==> config.mk <==
export PLATFORM = sky130hd
export DESIGN_NAME = float8_accumulator_flat
export DESIGN_NICKNAME = d
export VERILOG_FILES = /design/src/rtl/float8_accumulator_if.sv /design/src/rtl/float8_accumulator.sv /design/src/flat_wrapper.sv
export SDC_FILE = /design/constraint.sdc
export NUM_CORES = 1
export LEC_CHECK = 0
export ABC_AREA = 1
export CAP_MARGIN = 30
export CORE_MARGIN = 1.5
export CORE_UTILIZATION = 55
export DETAILED_ROUTE_END_ITERATION = 10
export PLACE_DENSITY = 0.78
export SYNTH_ARGS = -nofsm -noshare
export SYNTH_HDL_FRONTEND = slang
export SYNTH_SLANG_ARGS = --single-unit
==> constraint.sdc <==
create_clock -name clk -period 2 [get_ports clk]
set_clock_uncertainty 0.1 [all_clocks]
set_input_delay 0.4 -clock clk [delete_from_list [all_inputs] [get_ports clk]]
set_output_delay 0.4 -clock clk [all_outputs]
set_load 0.03 [all_outputs]
==> src/rtl/float8_accumulator_if.sv <==
// float8_accumulator_if
//   Groups the input term stream (valid/ready/data/last) and the output
//   sum stream (valid/ready/data/sat/count) of the float8 accumulator.
//   master : upstream/downstream side (drives terms, accepts sums)
//   slave  : accumulator side
//   CNT_W  : width of the per-packet term counter
interface float8_accumulator_if #(
  parameter int CNT_W = 8
);
  logic             in_valid;
  logic             in_ready;
  logic [7:0]       in_data;
  logic             in_last;
  logic             out_valid;
  logic             out_ready;
  logic [7:0]       out_data;
  logic             out_sat;
  logic [CNT_W-1:0] out_count;

  modport master (
    output in_valid, in_data, in_last, out_ready,
    input  in_ready, out_valid, out_data, out_sat, out_count
  );

  modport slave (
    input  in_valid, in_data, in_last, out_ready,
    output in_ready, out_valid, out_data, out_sat, out_count
  );
endinterface

==> src/rtl/float8_accumulator.sv <==
// float8_accumulator
//   Sums each packet of float8 terms (sign, 4-bit exponent bias 7, 3-bit
//   mantissa, e=0 means zero) into one float8 result using an
//   IDLE/ALIGN/ADD/NORM/OUT sequence.
//   clk : rising-edge clock
//   rst : synchronous active-high reset
//   bus : float8_accumulator_if.slave - term input stream and sum output
//         stream (out_data, out_sat, out_count held while out_valid)
module float8_accumulator #(
  parameter int CNT_W = 8
) (
  input  logic                 clk,
  input  logic                 rst,
  float8_accumulator_if.slave  bus
);

  typedef enum logic [2:0] {IDLE, ALIGN, ADD, NORM, OUT} state_t;

  state_t             state_r;
  logic [7:0]         acc_r;
  logic               sat_r;
  logic [CNT_W-1:0]   count_r;
  logic [7:0]         term_r;
  logic               last_r;
  logic [6:0]         sig_a_r;
  logic [6:0]         sig_b_r;
  logic               sign_a_r;
  logic               sign_b_r;
  logic signed [5:0]  exp_r;   // wide enough for overflow (16) and underflow (<1)
  logic [7:0]         sum_r;
  logic               sign_r;
  logic               in_ready_r;
  logic               out_valid_r;
  logic [7:0]         out_data_r;
  logic               out_sat_r;
  logic [CNT_W-1:0]   out_count_r;

  // Combinational datapath results consumed by the FSM.
  logic [3:0]         ea_s, eb_s, d_s, al_exp_s;
  logic [6:0]         full_a_s, full_b_s, al_a_s, al_b_s;
  logic [7:0]         add_sum_s;
  logic               add_sign_s;
  logic [7:0]         norm_val_s;
  logic signed [5:0]  norm_exp_s;
  logic               norm_done_s;
  logic               norm_sat_s;
  logic [7:0]         norm_res_s;

  assign bus.in_ready  = in_ready_r;
  assign bus.out_valid = out_valid_r;
  assign bus.out_data  = out_data_r;
  assign bus.out_sat   = out_sat_r;
  assign bus.out_count = out_count_r;

  // Alignment: the zero-exponent operand contributes a zero significand, so the
  // larger-exponent rule also picks the nonzero operand's exponent.
  always_comb begin
    ea_s     = acc_r[6:3];
    eb_s     = term_r[6:3];
    full_a_s = (ea_s == 4'd0) ? 7'd0 : {1'b1, acc_r[2:0], 3'b000};
    full_b_s = (eb_s == 4'd0) ? 7'd0 : {1'b1, term_r[2:0], 3'b000};
    if (ea_s >= eb_s) begin
      d_s      = ea_s - eb_s;
      al_exp_s = ea_s;
      al_a_s   = full_a_s;
      al_b_s   = (d_s >= 4'd7) ? 7'd0 : (full_b_s >> d_s);
    end else begin
      d_s      = eb_s - ea_s;
      al_exp_s = eb_s;
      al_a_s   = (d_s >= 4'd7) ? 7'd0 : (full_a_s >> d_s);
      al_b_s   = full_b_s;
    end
  end

  // Signed-magnitude add; an exact zero always comes out positive.
  always_comb begin
    if (sign_a_r == sign_b_r) begin
      add_sum_s  = {1'b0, sig_a_r} + {1'b0, sig_b_r};
      add_sign_s = sign_a_r;
    end else if (sig_a_r >= sig_b_r) begin
      add_sum_s  = {1'b0, sig_a_r} - {1'b0, sig_b_r};
      add_sign_s = sign_a_r;
    end else begin
      add_sum_s  = {1'b0, sig_b_r} - {1'b0, sig_a_r};
      add_sign_s = sign_b_r;
    end
    if (add_sum_s == 8'd0) begin
      add_sign_s = 1'b0;
    end else begin
      add_sign_s = add_sign_s;
    end
  end

  // Normalisation step: carry fixes in one cycle, each left shift costs a cycle.
  always_comb begin
    norm_val_s  = sum_r;
    norm_exp_s  = exp_r;
    norm_done_s = 1'b1;
    norm_sat_s  = 1'b0;
    norm_res_s  = 8'h00;
    if (sum_r == 8'd0) begin
      norm_done_s = 1'b1;
    end else if (sum_r[7]) begin
      norm_val_s = sum_r >> 1;
      norm_exp_s = exp_r + 6'sd1;
    end else if (sum_r[6]) begin
      norm_done_s = 1'b1;
    end else begin
      norm_val_s  = sum_r << 1;
      norm_exp_s  = exp_r - 6'sd1;
      norm_done_s = 1'b0;
    end
    if (sum_r == 8'd0) begin
      norm_res_s = 8'h00;
    end else if (norm_exp_s > 6'sd15) begin
      norm_res_s = {sign_r, 4'hF, 3'h7};
      norm_sat_s = 1'b1;
    end else if (norm_exp_s < 6'sd1) begin
      norm_res_s = 8'h00;   // underflow flushes to zero without flagging
    end else begin
      norm_res_s = {sign_r, norm_exp_s[3:0], norm_val_s[5:3]};
    end
  end

  // Control FSM with registered handshake and result outputs.
  always_ff @(posedge clk) begin
    if (rst) begin
      state_r     <= IDLE;
      acc_r       <= 8'h00;
      sat_r       <= 1'b0;
      count_r     <= '0;
      term_r      <= 8'h00;
      last_r      <= 1'b0;
      sig_a_r     <= 7'd0;
      sig_b_r     <= 7'd0;
      sign_a_r    <= 1'b0;
      sign_b_r    <= 1'b0;
      exp_r       <= 6'sd0;
      sum_r       <= 8'd0;
      sign_r      <= 1'b0;
      in_ready_r  <= 1'b0;
      out_valid_r <= 1'b0;
      out_data_r  <= 8'h00;
      out_sat_r   <= 1'b0;
      out_count_r <= '0;
    end else begin
      case (state_r)
        IDLE: begin
          if (bus.in_valid && in_ready_r) begin
            term_r     <= bus.in_data;
            last_r     <= bus.in_last;
            if (count_r != {CNT_W{1'b1}}) begin
              count_r <= count_r + {{(CNT_W-1){1'b0}}, 1'b1};
            end
            in_ready_r <= 1'b0;
            state_r    <= ALIGN;
          end else begin
            in_ready_r <= 1'b1;
          end
        end
        ALIGN: begin
          sig_a_r  <= al_a_s;
          sig_b_r  <= al_b_s;
          sign_a_r <= acc_r[7];
          sign_b_r <= term_r[7];
          exp_r    <= signed'({2'b00, al_exp_s});
          state_r  <= ADD;
        end
        ADD: begin
          sum_r   <= add_sum_s;
          sign_r  <= add_sign_s;
          state_r <= NORM;
        end
        NORM: begin
          if (norm_done_s) begin
            acc_r <= norm_res_s;
            if (norm_sat_s) begin
              sat_r <= 1'b1;
            end
            if (last_r) begin
              state_r <= OUT;
            end else begin
              in_ready_r <= 1'b1;
              state_r    <= IDLE;
            end
          end else begin
            sum_r <= norm_val_s;
            exp_r <= norm_exp_s;
          end
        end
        OUT: begin
          // First OUT cycle publishes the result; afterwards wait for the consumer.
          if (!out_valid_r) begin
            out_valid_r <= 1'b1;
            out_data_r  <= acc_r;
            out_sat_r   <= sat_r;
            out_count_r <= count_r;
          end else if (bus.out_ready) begin
            out_valid_r <= 1'b0;
            out_data_r  <= 8'h00;
            out_sat_r   <= 1'b0;
            out_count_r <= '0;
            acc_r       <= 8'h00;
            sat_r       <= 1'b0;
            count_r     <= '0;
            in_ready_r  <= 1'b1;
            state_r     <= IDLE;
          end
        end
        default: begin
          state_r    <= IDLE;
          in_ready_r <= 1'b0;
        end
      endcase
    end
  end

endmodule

==> src/flat_wrapper.sv <==
// flat-port wrapper written by rule: the top's interface ports become plain ports
module float8_accumulator_flat 
#(
  parameter int CNT_W = 8
)
  (clk, rst, bus_in_valid, bus_in_data, bus_in_last, bus_out_ready, bus_in_ready, bus_out_valid, bus_out_data, bus_out_sat, bus_out_count);
  float8_accumulator_if #(.CNT_W(CNT_W)) bus_i ();
  input  logic clk;
  input  logic rst;
  input wire logic [$bits(bus_i.in_valid)-1:0] bus_in_valid;
  input wire logic [$bits(bus_i.in_data)-1:0] bus_in_data;
  input wire logic [$bits(bus_i.in_last)-1:0] bus_in_last;
  input wire logic [$bits(bus_i.out_ready)-1:0] bus_out_ready;
  output wire logic [$bits(bus_i.in_ready)-1:0] bus_in_ready;
  output wire logic [$bits(bus_i.out_valid)-1:0] bus_out_valid;
  output wire logic [$bits(bus_i.out_data)-1:0] bus_out_data;
  output wire logic [$bits(bus_i.out_sat)-1:0] bus_out_sat;
  output wire logic [$bits(bus_i.out_count)-1:0] bus_out_count;
  assign bus_i.in_valid = bus_in_valid;
  assign bus_i.in_data = bus_in_data;
  assign bus_i.in_last = bus_in_last;
  assign bus_i.out_ready = bus_out_ready;
  assign bus_in_ready = bus_i.in_ready;
  assign bus_out_valid = bus_i.out_valid;
  assign bus_out_data = bus_i.out_data;
  assign bus_out_sat = bus_i.out_sat;
  assign bus_out_count = bus_i.out_count;
  float8_accumulator #(.CNT_W(CNT_W)) u_core (.clk(clk), .rst(rst), .bus(bus_i));
endmodule
### Yosys cells after proc, flatten, opt, wreduce, memory -nomap -nowiden

Cells that the tools add are included.

| cells by class | value |
|---|---|
| $add $sub $neg | 8 |
| mux-type cells | 59 |
| order comparisons | 6 |
| bitwise operators | 1 |
| shift operators | 2 |
| equality and inequality tests | 17 |
| reduce and logical (&&, ||, !) cells | 22 |

Operator list:

| operator | number |
|---|---|
| 2-to-1 mux 8 bit | 15 |
| 2-to-1 mux 7 bit | 7 |
| case mux 8 bit (2 select lines) | 3 |
| 2-to-1 mux 6 bit | 4 |
| 2-to-1 mux 1 bit | 20 |
| logical NOT 8 bit | 2 |
| subtractor 7 x 7 -> 8 bit | 2 |
| 2-to-1 mux 3 bit | 5 |
| case mux 3 bit (5 select lines) | 1 |
| AND reduction 5 bit | 3 |
| right shift 7 x 4 -> 7 bit | 2 |
| case mux 6 bit (2 select lines) | 1 |
| AND reduction 4 bit | 3 |
| != test 2 x 1 -> 1 bit (second input constant) | 5 |
| != test 2 bit (second input constant) | 5 |
| adder 7 x 7 -> 8 bit | 1 |
| adder 8 x 1 -> 8 bit (second input constant) | 1 |
| >= comparator 4 x 3 -> 1 bit (second input constant) | 2 |
| logical NOT 4 bit | 2 |
| != test 8 bit (second input constant) | 1 |
| AND reduction 2 bit | 4 |
| nonzero test 2 bit | 4 |
| subtractor 4 bit | 2 |
| >= comparator 7 bit | 1 |
| other kinds (18) | 19 |

| word-level totals | value |
|---|---|
| bits in registers | 79 |
| logic and storage cells | 135 |

### Depth between registers and ports, before layout

Gate-level depths: netlist (run 1).

| depth | value |
|---|---|
| depth after elaboration | 10 |
| mapped depth | 19 |
| mapped depth without buffers | 18 |

### Least setup slack after synthesis (run 1)

No wires, ideal clock.

| path | value |
|---|---|
| path type | register -> register |
| start | register u_core.sig_b_r[1] |
| end | register u_core.sign_r |
| cell stages (with the launch flop) | 15 |
| data required time | 1,768 ps |
| library setup time | 132 ps |
| period minus slack after synthesis | 2,213 ps |
| arrival time | 1,980 ps |
| path buffers | 0 |
| path slack | -213 ps |
| path through | dfxtp_1 -> inv_1 -> fa_1 -> nand3_1 -> nand2_1 -> nand2_1 -> nand3_2 -> nand2_1 -> nand2_1 -> a21oi_1 -> nand2_1 -> nor2_1 -> nand2_1 -> nand2_1 -> a21oi_1 |

| on the way | value |
|---|---|
| cells in the longest elaborated chain, start to end | 5 |

RTL lines:

| item | line | source |
|---|---|---|
| from (decl) | float8_accumulator.sv:26 | `logic [6:0] sig_b_r;` |
| from (signal assigned) | float8_accumulator.sv:163 | `sig_b_r <= al_b_s;` |
| subtractor 7 x 7 -> 8 bit (tied with other cells) | float8_accumulator.sv:84 | `add_sum_s = {1'b0, sig_b_r} - {1'b0, sig_a_r};` |
| 2-to-1 mux 8 bit | float8_accumulator.sv:80 | `end else if (sig_a_r >= sig_b_r) begin` |
| 2-to-1 mux 8 bit | float8_accumulator.sv:77 | `if (sign_a_r == sign_b_r) begin` |
| logical NOT 8 bit | float8_accumulator.sv:87 | `if (add_sum_s == 8'd0) begin` |
| 2-to-1 mux 1 bit (*) | float8_accumulator.sv:87 |  |
| to (signal assigned) | float8_accumulator.sv:171 | `sign_r <= add_sign_s;` |
| to (decl) | float8_accumulator.sv:31 | `logic sign_r;` |

Every way passes the cells marked *; elsewhere a longest branch is shown, timed or not.
A chain may end at the register's enable or synchronous reset.

### Final worst setup path (run 1)

Ends and elaborated chain as after synthesis.

==> results.cfg, run 1 <==
[sta]
period_minus_slack_ns = 2.25
setup_tns_ns = -3.88
rsz0062_at_grt = true
drv_slew = 0
worst_pin_slew_ns = 0.640
fmax_mhz = 444
setup_slack_ns = -0.254
setup_violations = 28
hold_viol = 0
timing.hold.ws_ns = 0.343
relSlewSlack_pct = 57.4
period_share_pct = 113

[placement]
post-place-cells = 1057
port_buffers = 31
gp_congestion = 1.01
dp_hpwl_um = 12200

[logic_synthesis]
ys.flop_type = dfxtp_1
synthCells = 816
ys_seq_elements = 79
synth_mux_area_share_pct = 0
synth_nets = 865
synth.cell_area_um2 = 5370
async_flop_share_pct = 0
synthAdderAreaFrac_pct = 9.09
synth_compound_area_share_pct = 20.2
yosys.area_share.xor_xnor_pct = 2.12
avgSynthCellArea_um2 = 6.58
seq_area_frac_synth_pct = 29.5
synth_edf_count = 0
synth_top_family_by_area = simple AND/OR/NAND/NOR gates
synth.distinct_cells = 43
ys_warn_count = 0
synth-simple-area-share_pct = 28.8

[routing]
drtIter0Drc = 516
drtAntennaViolNets = 0
routed_wl_um = 18700
drc = 0
dr.pass1.iters = 5
routedWlPerCell_um = 16.9
viasPerCell = 5.80
num_vias = 6394

[setup_path]
regToRegSetupSlack_ns = -0.25
cp_max_fo = 5
crit_path_start = u_core.sig_b_r[1]
cpPeakStageDelay_ns = 0.43
end_kind = register
reg2regPathDepth = 14
path_cells = inv_1, fa_2, nand3_4, nand2_4, nand2_4, nand3_4, nand2_1, nand2_1, a21oi_2, nand2_1, nor2_1, nand2_1, nand2_1, a21oi_2
setup.worst_path.start_class = register
worstSetupEndpoint = u_core.sign_r
timing.rr.start = u_core.sig_b_r[1]
cp.required_ns = 2.14
crit_top_cell = nand2_1
r2r_end = u_core.sign_r
crit_type = register to register
slowest_stage = fa_2
crit_arrival_ns = 2.39

[final_layout]
nNetsFinal = 1018
layout_common_cells = nand2_1, buf_4, inv_1, a21oi_1, dfxtp_1
num_antenna_cells = 0
final_common_cell = nand2_1
syn_to_final_growth_pct = 43.6
drive_gt1_share_pct = 33.0
fill_cells = 605
layout.cells.non_filler = 1103

[clock_tree]
cts.sinks = 79
hold_buffers = 0
clkTransAtPathRegs_ns = 0.11
numCtsBuffers = 9
cts_tree = built
clk_latency_ns = 0.38
clock_tree.buffer_depth = 2
htreeDepth = 3
root_buffer = clkbuf_8

[outcome]
violations = setup timing
status = complete, but fails checks

[grt]
grt_first_pass_wirelength_um = 28000
grt_max_degree = 55
grt-ovfl-total = 0
grtUsageMet2_pct = 58.6
grt_pass1_vias = 5992
grtUsageMet1_pct = 43.9
grt_antenna_before_repair = 0
grt.total_usage_pct = 34.3
top_usage_layer = met2
grtUsageMet3_pct = 4.10

[die]
initial_core_util_pct = 57.3
io_pins = 32
dieArea_um2 = 10400
dieWidth_um = 102
core_um2 = 9370
die_h_um = 102
core.rowCount = 35

[flow_run]
drv_cap = 0

[power_and_ir_drop]
p_leak_nw = 3.36
powerDensity_nw_per_um2 = 1400
vdd_ir_drop_max_mv = 0.787
total_power_mw = 10.8

[hold_path]
min_path_type = input pin to register
## sequential cells by signal, indices dropped and copies added, names as in the netlist, 3 cells and up
signal and flops:
u_core.sig_a_r 7, u_core.exp_r 6, u_core.acc_r 8, u_core.term_r 8, u_core.sum_r 8, u_core.bus.out_data 8
u_core.count_r 8, u_core.bus.out_count 8, u_core.sig_b_r 7, u_core.state_r 3
## how the worst min path moves through the flow
stage / start / to / slack [ns] / cells after the start
2_1_floorplan: u_core.term_r[7] / u_core.sign_b_r / 0.33 / 2
3_3_place_gp: u_core.term_r[7] / u_core.sign_b_r / 0.34 / 2
3_5_place_dp: u_core.term_r[7] / u_core.term_r[7] / 0.35 / 2
4_1_cts: u_core.term_r[7] / u_core.term_r[7] / 0.36 / 2
5_1_grt: rst / u_core.count_r[3] / 0.37 / 4
6_report: rst / u_core.count_r[3] / 0.34 / 4
## kinds of logic (layout without fill, tap and decap cells)
family                     count (synthesis)  in the layout
and+or+nand+nor                          347            348
AOI/OAI and AO/OA                        197            198
buffers and inverters                    144            300
adders and majority gates                 36             36
DFF                                       79             79
xor gates and xnor gates                  13             13
## metal layers
layer	wire [um]	part of all wire, %
met2	9160	49
met3	1320	7.1
met4	722	3.9
met1	7470	40
met5	0	0
## power breakdown
group	internal [mW]	switching, mW
clock	0.489	0.713
combinational	3.10	4.45
sequential	1.79	0.228
## through the flow
stage / cell area [um^2] / worst slack, ns / util (%)
2_1_floorplan: 5530 / -0.0325 / -
3_3_place_gp: 6680 / -0.220 / 71.3
3_5_place_dp: 6680 / -0.252 / 71.3
4_1_cts: 7260 / -0.161 / 77.4
5_1_grt: 7710 / -0.373 / 82.3
6_report: 7710 / -0.254 / 82.3
## critical path: cells and delay by family, from the launching register on
family / cells / cell delay (ns)
AO/OA/AOI/OAI: 2 / 0.20
AND/OR/NAND/NOR: 10 / 0.89
adder cells (fa/ha/maj): 1 / 0.43
buffers and inverters: 1 / 0.11
flip-flops: 1 / 0.40
## synthesized netlist by cell type (all sizes together), types with 2 or more instances
master	instances	area [um^2]
nand2	218	843
inv	119	447
a21oi	93	469
dfxtp	79	1580
o21ai	66	330
nand3	53	285
nor2	51	248
ha	31	388
clkbuf	18	67.6
nand4	10	62.6
xor2	10	87.6
o22ai	9	56.3
o211ai	8	60.1
a31oi	7	43.8
buf	7	41.3
fa	5	100
nor3	5	36.3
nand3b	4	30.0
a221oi	3	26.3
o221ai	3	26.3
or2	3	18.8
xnor2	3	26.3
nor4	2	12.5
## layout make-up
cell class | count | area, um^2 | share of cell area (%)
Inverter | 119 | 467 | 6.05
Sequential cell | 79 | 1610 | 20.8
Multi-Input combinational cell | 595 | 3910 | 50.8
Tap cell | 129 | 161 | 2.09
Clock inverter | 7 | 72.6 | 0.941
Timing Repair Buffer | 165 | 1370 | 17.7
Clock buffer | 9 | 124 | 1.61
## timing repair
item,CTS,global route
setup endpoints to repair,37,48
gates cloned,2,0
setup buffers,14,18
resized for setup,82,87
pin swaps,48,51
Power figures use the tool's default switching activity.
==> run 2, diff against run 1 <==
- CORE_MARGIN: 1.5 -> default
- CTS_CLUSTER_DIAMETER: default -> 60
==> run 2 against run 1 <==
Effect of this change: the run still ends with setup timing left; critical endpoint is now u_core.sig_b_r[0]; critical path depth unchanged; clock power grew 15%; sequential share of layout area up 0.34 points; routed wire length increased by 2.4%; worst setup slack worse by 0.070 ns; global-route usage rose by 1.8 points; cell count decreased by 0.18%; sequential power barely moved; power fell by 3.2%; die area fell by 2.0%.
==> results.cfg, run 2 (synthesis gave the netlist of run 1 again) <==
[die]
die_h_um = 101
core_um2 = 9330
io_pins = 32
initial_core_util_pct = 57.6
core.rowCount = 35
dieWidth_um = 101
dieArea_um2 = 10200

[power_and_ir_drop]
power_frac_seq_pct = 19.1
swShare_pct = 48.0
vdd_ir_drop_max_mv = 0.917
p_leak_nw = 3.33
total_power_mw = 10.4
pwr-share-clk_pct = 13.3
power.switching_mw = 5.01
powerDensity_nw_per_um2 = 1370
intPower_mw = 5.42
p_comb_share_pct = 67.7

[routing]
num_vias = 6399
drtIter0Drc = 487
viasPerCell = 5.81
drc = 0
routed_wl_um = 19100
dr.pass1.iters = 7
routedWlPerCell_um = 17.4
drtAntennaViolNets = 0

[grt]
grt_antenna_before_repair = 0
grt-ovfl-total = 0
grt_first_pass_wirelength_um = 28400
grt.total_usage_pct = 36.1
grt_pass1_vias = 5908
grt_max_degree = 55

[hold_path]
min_path_type = register to register

[sta]
setup_violations = 30
rsz0062_at_grt = true
setup_tns_ns = -5.70
fmax_mhz = 430
hold_viol = 0
timing.hold.ws_ns = 0.380
worst_pin_slew_ns = 0.652
setup_slack_ns = -0.324
drv_slew = 0
relSlewSlack_pct = 56.5
period_minus_slack_ns = 2.32
period_share_pct = 116

[placement]
post_dp_cell_area_um2 = 6690
port_buffers = 31
gp_congestion = 0.971
dp_hpwl_um = 12300
post-place-cells = 1056

[setup_path]
crit_top_cell = inv_2
crit_type = register to register
slowest_stage = dfxtp_2
path_cells = inv_2, ha_4, inv_2, fa_2, nand2_4, buf_4, buf_4, inv_1, nor2_1, inv_2, o211ai_1, nor2_2, nand2_1, a21oi_1
cp.required_ns = 2.12
cpPeakStageDelay_ns = 0.35
cp_max_fo = 5
crit_arrival_ns = 2.45
end_kind = register
setup.worst_path.start_class = register
critical_path.top_delay_family = adder cells
cp_num_buf_inv = 6

[final_layout]
finalInstanceArea_um2 = 7590
drive_gt1_share_pct = 31.6
layout.cells.non_filler = 1101
syn_to_final_growth_pct = 41.3
layout_common_cells = nand2_1, buf_4, inv_1, a21oi_1, dfxtp_1
final_common_cell = nand2_1
nNetsFinal = 1016
num_antenna_cells = 0

[clock_tree]
root_buffer = clkbuf_8
hold_buffers = 0
clk_latency_ns = 0.38
clkTransAtPathRegs_ns = 0.10
cts.sinks = 79
htreeDepth = 3
clock_tree.buffer_depth = 2
cts_tree = built
numCtsBuffers = 9

[flow_run]
drv_cap = 0

[outcome]
status = complete, but fails checks
violations = setup timing
[run 2: cell count changes in the layout (fill, tap and decap cells not counted), sizes merged]
cell | before | now
bufinv | 0 | 2
clkinvlp | 1 | 0
nand3 | 54 | 53
o21bai | 2 | 1
inv | 123 | 120
clkinv | 2 | 3
clkbuf | 9 | 10
dlymetal6s2s | 2 | 1
clkdlybuf4s50 | 28 | 29
[run 2: power groups by stage]
stage | Sequential, mW | Combinational, mW | Clock, mW
floorplan | 1.99 | 3.62 | 0
global placement | 1.98 | 5.39 | 0
detailed placement | 2.00 | 5.52 | 0
CTS | 1.97 | 6.05 | 1.36
global route | 2.00 | 7.60 | 1.45
finish | 1.99 | 7.06 | 1.38
[run 2: path summary, 6_finish.rpt]
check | startpoint | endpoint | slack [ns] | cells after the start
max | u_core.acc_r[3] | u_core.sig_b_r[0] | -0.32 | 14
min | u_core.term_r[2] | u_core.term_r[2] | 0.38 | 2
max reg2reg | u_core.acc_r[3] | u_core.sig_b_r[0] | -0.32 | 14
min reg2reg | u_core.term_r[2] | u_core.term_r[2] | 0.38 | 2
[run 2: per-stage QoR]
stage	setup WS, ns	util (%)
floorplan	-0.0325	-
global placement	-0.224	71.7
detailed placement	-0.348	71.7
CTS	-0.230	77.5
global route	-0.398	81.3
finish	-0.324	81.3
[run 2: layout make-up]
cell class	count	area (um^2)
clock inverters	6	93.8
well taps	129	161
inverters	119	457
fillers	612	1740
flip-flops and latches	79	1610
multi-input cells	593	3770
repair buffers	165	1370
clock buffers	10	128
[run 2: routing by layer]
| layer | share of wire (%) | wire length (um) | GRT usage [%] | vias to the layer above |
|---|---|---|---|---|
| met5 | 0 | 0 | 0 | - |
| met4 | 4.3 | 815 | 14.5 | 0 |
| met3 | 7.2 | 1370 | 6.03 | 92 |
| met2 | 49 | 9360 | 61.8 | 348 |
| met1 | 40 | 7580 | 45.2 | 2990 |
| li1 | - | - | - | 2969 |
[run 2: worst min-delay path: stages, from the launching register on]
cell     delay, ns
dfxtp_1       0.32
inv_1         0.07
a21oi_1       0.06
[run 2: what timing repair did]
item                       in CTS  in global routing
pin swaps                      35                 25
buffers inserted               18                 14
gates resized for setup        65                 68
setup endpoints to repair      39                 46
==> run 3, diff against run 2 <==
- SLEW_MARGIN: default -> 0
- clock period: 2 -> 2.1 ns (I/O delays scaled with it)
==> run 3 against run 2 <==
Effect of this change: the flow still finishes with violations (setup timing); power is 8.2% lower; worst hold slack worse by 0.020 ns; sequential power is 4% lower; highest routed layer unchanged.
==> results.cfg, run 3 (synthesis gave the netlist of run 1 again) <==
[outcome]
violations = setup timing
status = complete, but fails checks

[die]
core.rowCount = 35
dieArea_um2 = 10200
initial_core_util_pct = 57.6
core_um2 = 9330
die_h_um = 101
dieWidth_um = 101
io_pins = 32

[final_layout]
syn_to_final_growth_pct = 38.3
finalInstanceArea_um2 = 7420
layout_common_cells = nand2_1, buf_4, inv_1, a21oi_1, dfxtp_1
fill_cells = 633
final_common_cell = nand2_1
drive_gt1_share_pct = 29.8
num_antenna_cells = 0
nNetsFinal = 999
layout.cells.non_filler = 1084

[sta]
rsz0062_at_grt = true
relSlewSlack_pct = 35.9
period_share_pct = 107
setup_slack_ns = -0.144
worst_pin_slew_ns = 0.958
fmax_mhz = 446
hold_viol = 0
setup_violations = 22
drv_slew = 0
period_minus_slack_ns = 2.24

[setup_path]
setup.worst_path.start_class = register
cpPeakStageDelay_ns = 0.38
crit_type = register to register
reg2regPathDepth = 15
path_cells = inv_2, ha_4, inv_2, fa_2, buf_4, buf_4, xor2_1, nand2_1, nand2_1, a21oi_2, nand3_1, nor2_1, nand2_1, nand2_1, a21oi_1
slowest_stage = fa_2
end_kind = register
cp.required_ns = 2.23
cp_max_fo = 2
crit_arrival_ns = 2.38
crit_top_cell = nand2_1

[routing]
routedWlPerCell_um = 16.1
top_layer = met4
routed_wl_um = 17500
drtAntennaViolNets = 0
drc = 0
num_vias = 6184
met2_length_um = 8440
drtIter0Drc = 333
dr.pass1.iters = 6
viasPerCell = 5.70
wl_met1_um = 7120
routed-wl-met3_um = 1250

[hold_path]
hold_depth = 2
min_path_type = register to register

[power_and_ir_drop]
p_leak_nw = 3.20
powerDensity_nw_per_um2 = 1290
vdd_ir_drop_max_mv = 0.743

[grt]
grt.total_usage_pct = 34.6
grt_antenna_before_repair = 0
grt-ovfl-total = 0
grt_first_pass_wirelength_um = 27700
grt_max_degree = 55
grt_pass1_vias = 5900

[placement]
post_dp_cell_area_um2 = 6490
dp_hpwl_um = 11900
gp_congestion = 0.914
dp_worst_setup_slack_ns = -0.237
port_buffers = 31
post-place-cells = 1050

[clock_tree]
clkTransAtPathRegs_ns = 0.09
clk_latency_ns = 0.38
cts_tree = built
clock_tree.buffer_depth = 2
cts.sinks = 79
hold_buffers = 0
numCtsBuffers = 9
htreeDepth = 3
root_buffer = clkbuf_8

[flow_run]
drv_cap = 0
-- run 3: repair_timing --
| item | CTS | global route |
|---|---|---|
| gates cloned | 1 | 2 |
| pin swaps | 36 | 57 |
| buffers inserted | 4 | 13 |
| resized for setup | 69 | 97 |
| endpoints found under the setup margin | 27 | 39 |
-- run 3: worst paths after layout --
| kind | endpoint | slack [ns] | from |
|---|---|---|---|
| max | u_core.sign_r | -0.14 | u_core.sig_a_r[0] |
| min | u_core.last_r | 0.36 | u_core.last_r |
| max reg2reg | u_core.sign_r | -0.14 | u_core.sig_a_r[0] |
| min reg2reg | u_core.last_r | 0.36 | u_core.last_r |
-- run 3: area by class of cell --
| type | count | area, um^2 | share of cell area, % |
|---|---|---|---|
| multi-input combinational | 595 | 3800 | 51.1 |
| sequential | 79 | 1610 | 21.7 |
| timing repair buffer | 146 | 1210 | 16.3 |
| inverter | 119 | 452 | 6.08 |
| tap | 129 | 161 | 2.17 |
| clock buffer | 9 | 124 | 1.67 |
| clock inverter | 7 | 72.6 | 0.977 |
-- run 3: power breakdown --
group,total [mW],leakage [nW],switching [mW],internal [mW]
Sequential,1.91,0.648,0.198,1.71
Combinational,6.51,2.46,3.88,2.63
Clock,1.16,0.0974,0.691,0.469
-- run 3: worst max-delay path: cells and delay by family, from the launching register on --
| family | cells | cell delay, ns |
|---|---|---|
| buffers and inverters | 4 | 0.38 |
| adder cells (fa/ha/maj) | 2 | 0.51 |
| AO/OA/AOI/OAI | 2 | 0.23 |
| AND/OR/NAND/NOR | 6 | 0.42 |
| XOR/XNOR | 1 | 0.14 |
| flip-flops | 1 | 0.34 |
-- run 3: stage by stage --
| step | util, % | hold slack [ns] | total power [mW] | TNS, ns |
|---|---|---|---|---|
| 6_report | 79.6 | 0.360 | 9.57 | -1.48 |
| 3_3_place_gp | 69.6 | 0.352 | 6.77 | -1.88 |
| 5_1_grt | 79.6 | 0.384 | 10.2 | -3.77 |
| 2_1_floorplan | - | 0.330 | 5.12 | -0.0494 |
| 3_5_place_dp | 69.6 | 0.347 | 6.90 | -3.38 |
| 4_1_cts | 74.9 | 0.361 | 8.48 | -0.942 |
-- run 3: layer usage --
metal | track usage (%) | up-vias
li1 | - | 2942
met1 | 43.0 | 2854
met2 | 60.2 | 320
met3 | 4.65 | 68
met4 | 14.5 | 0
met5 | 0 | -
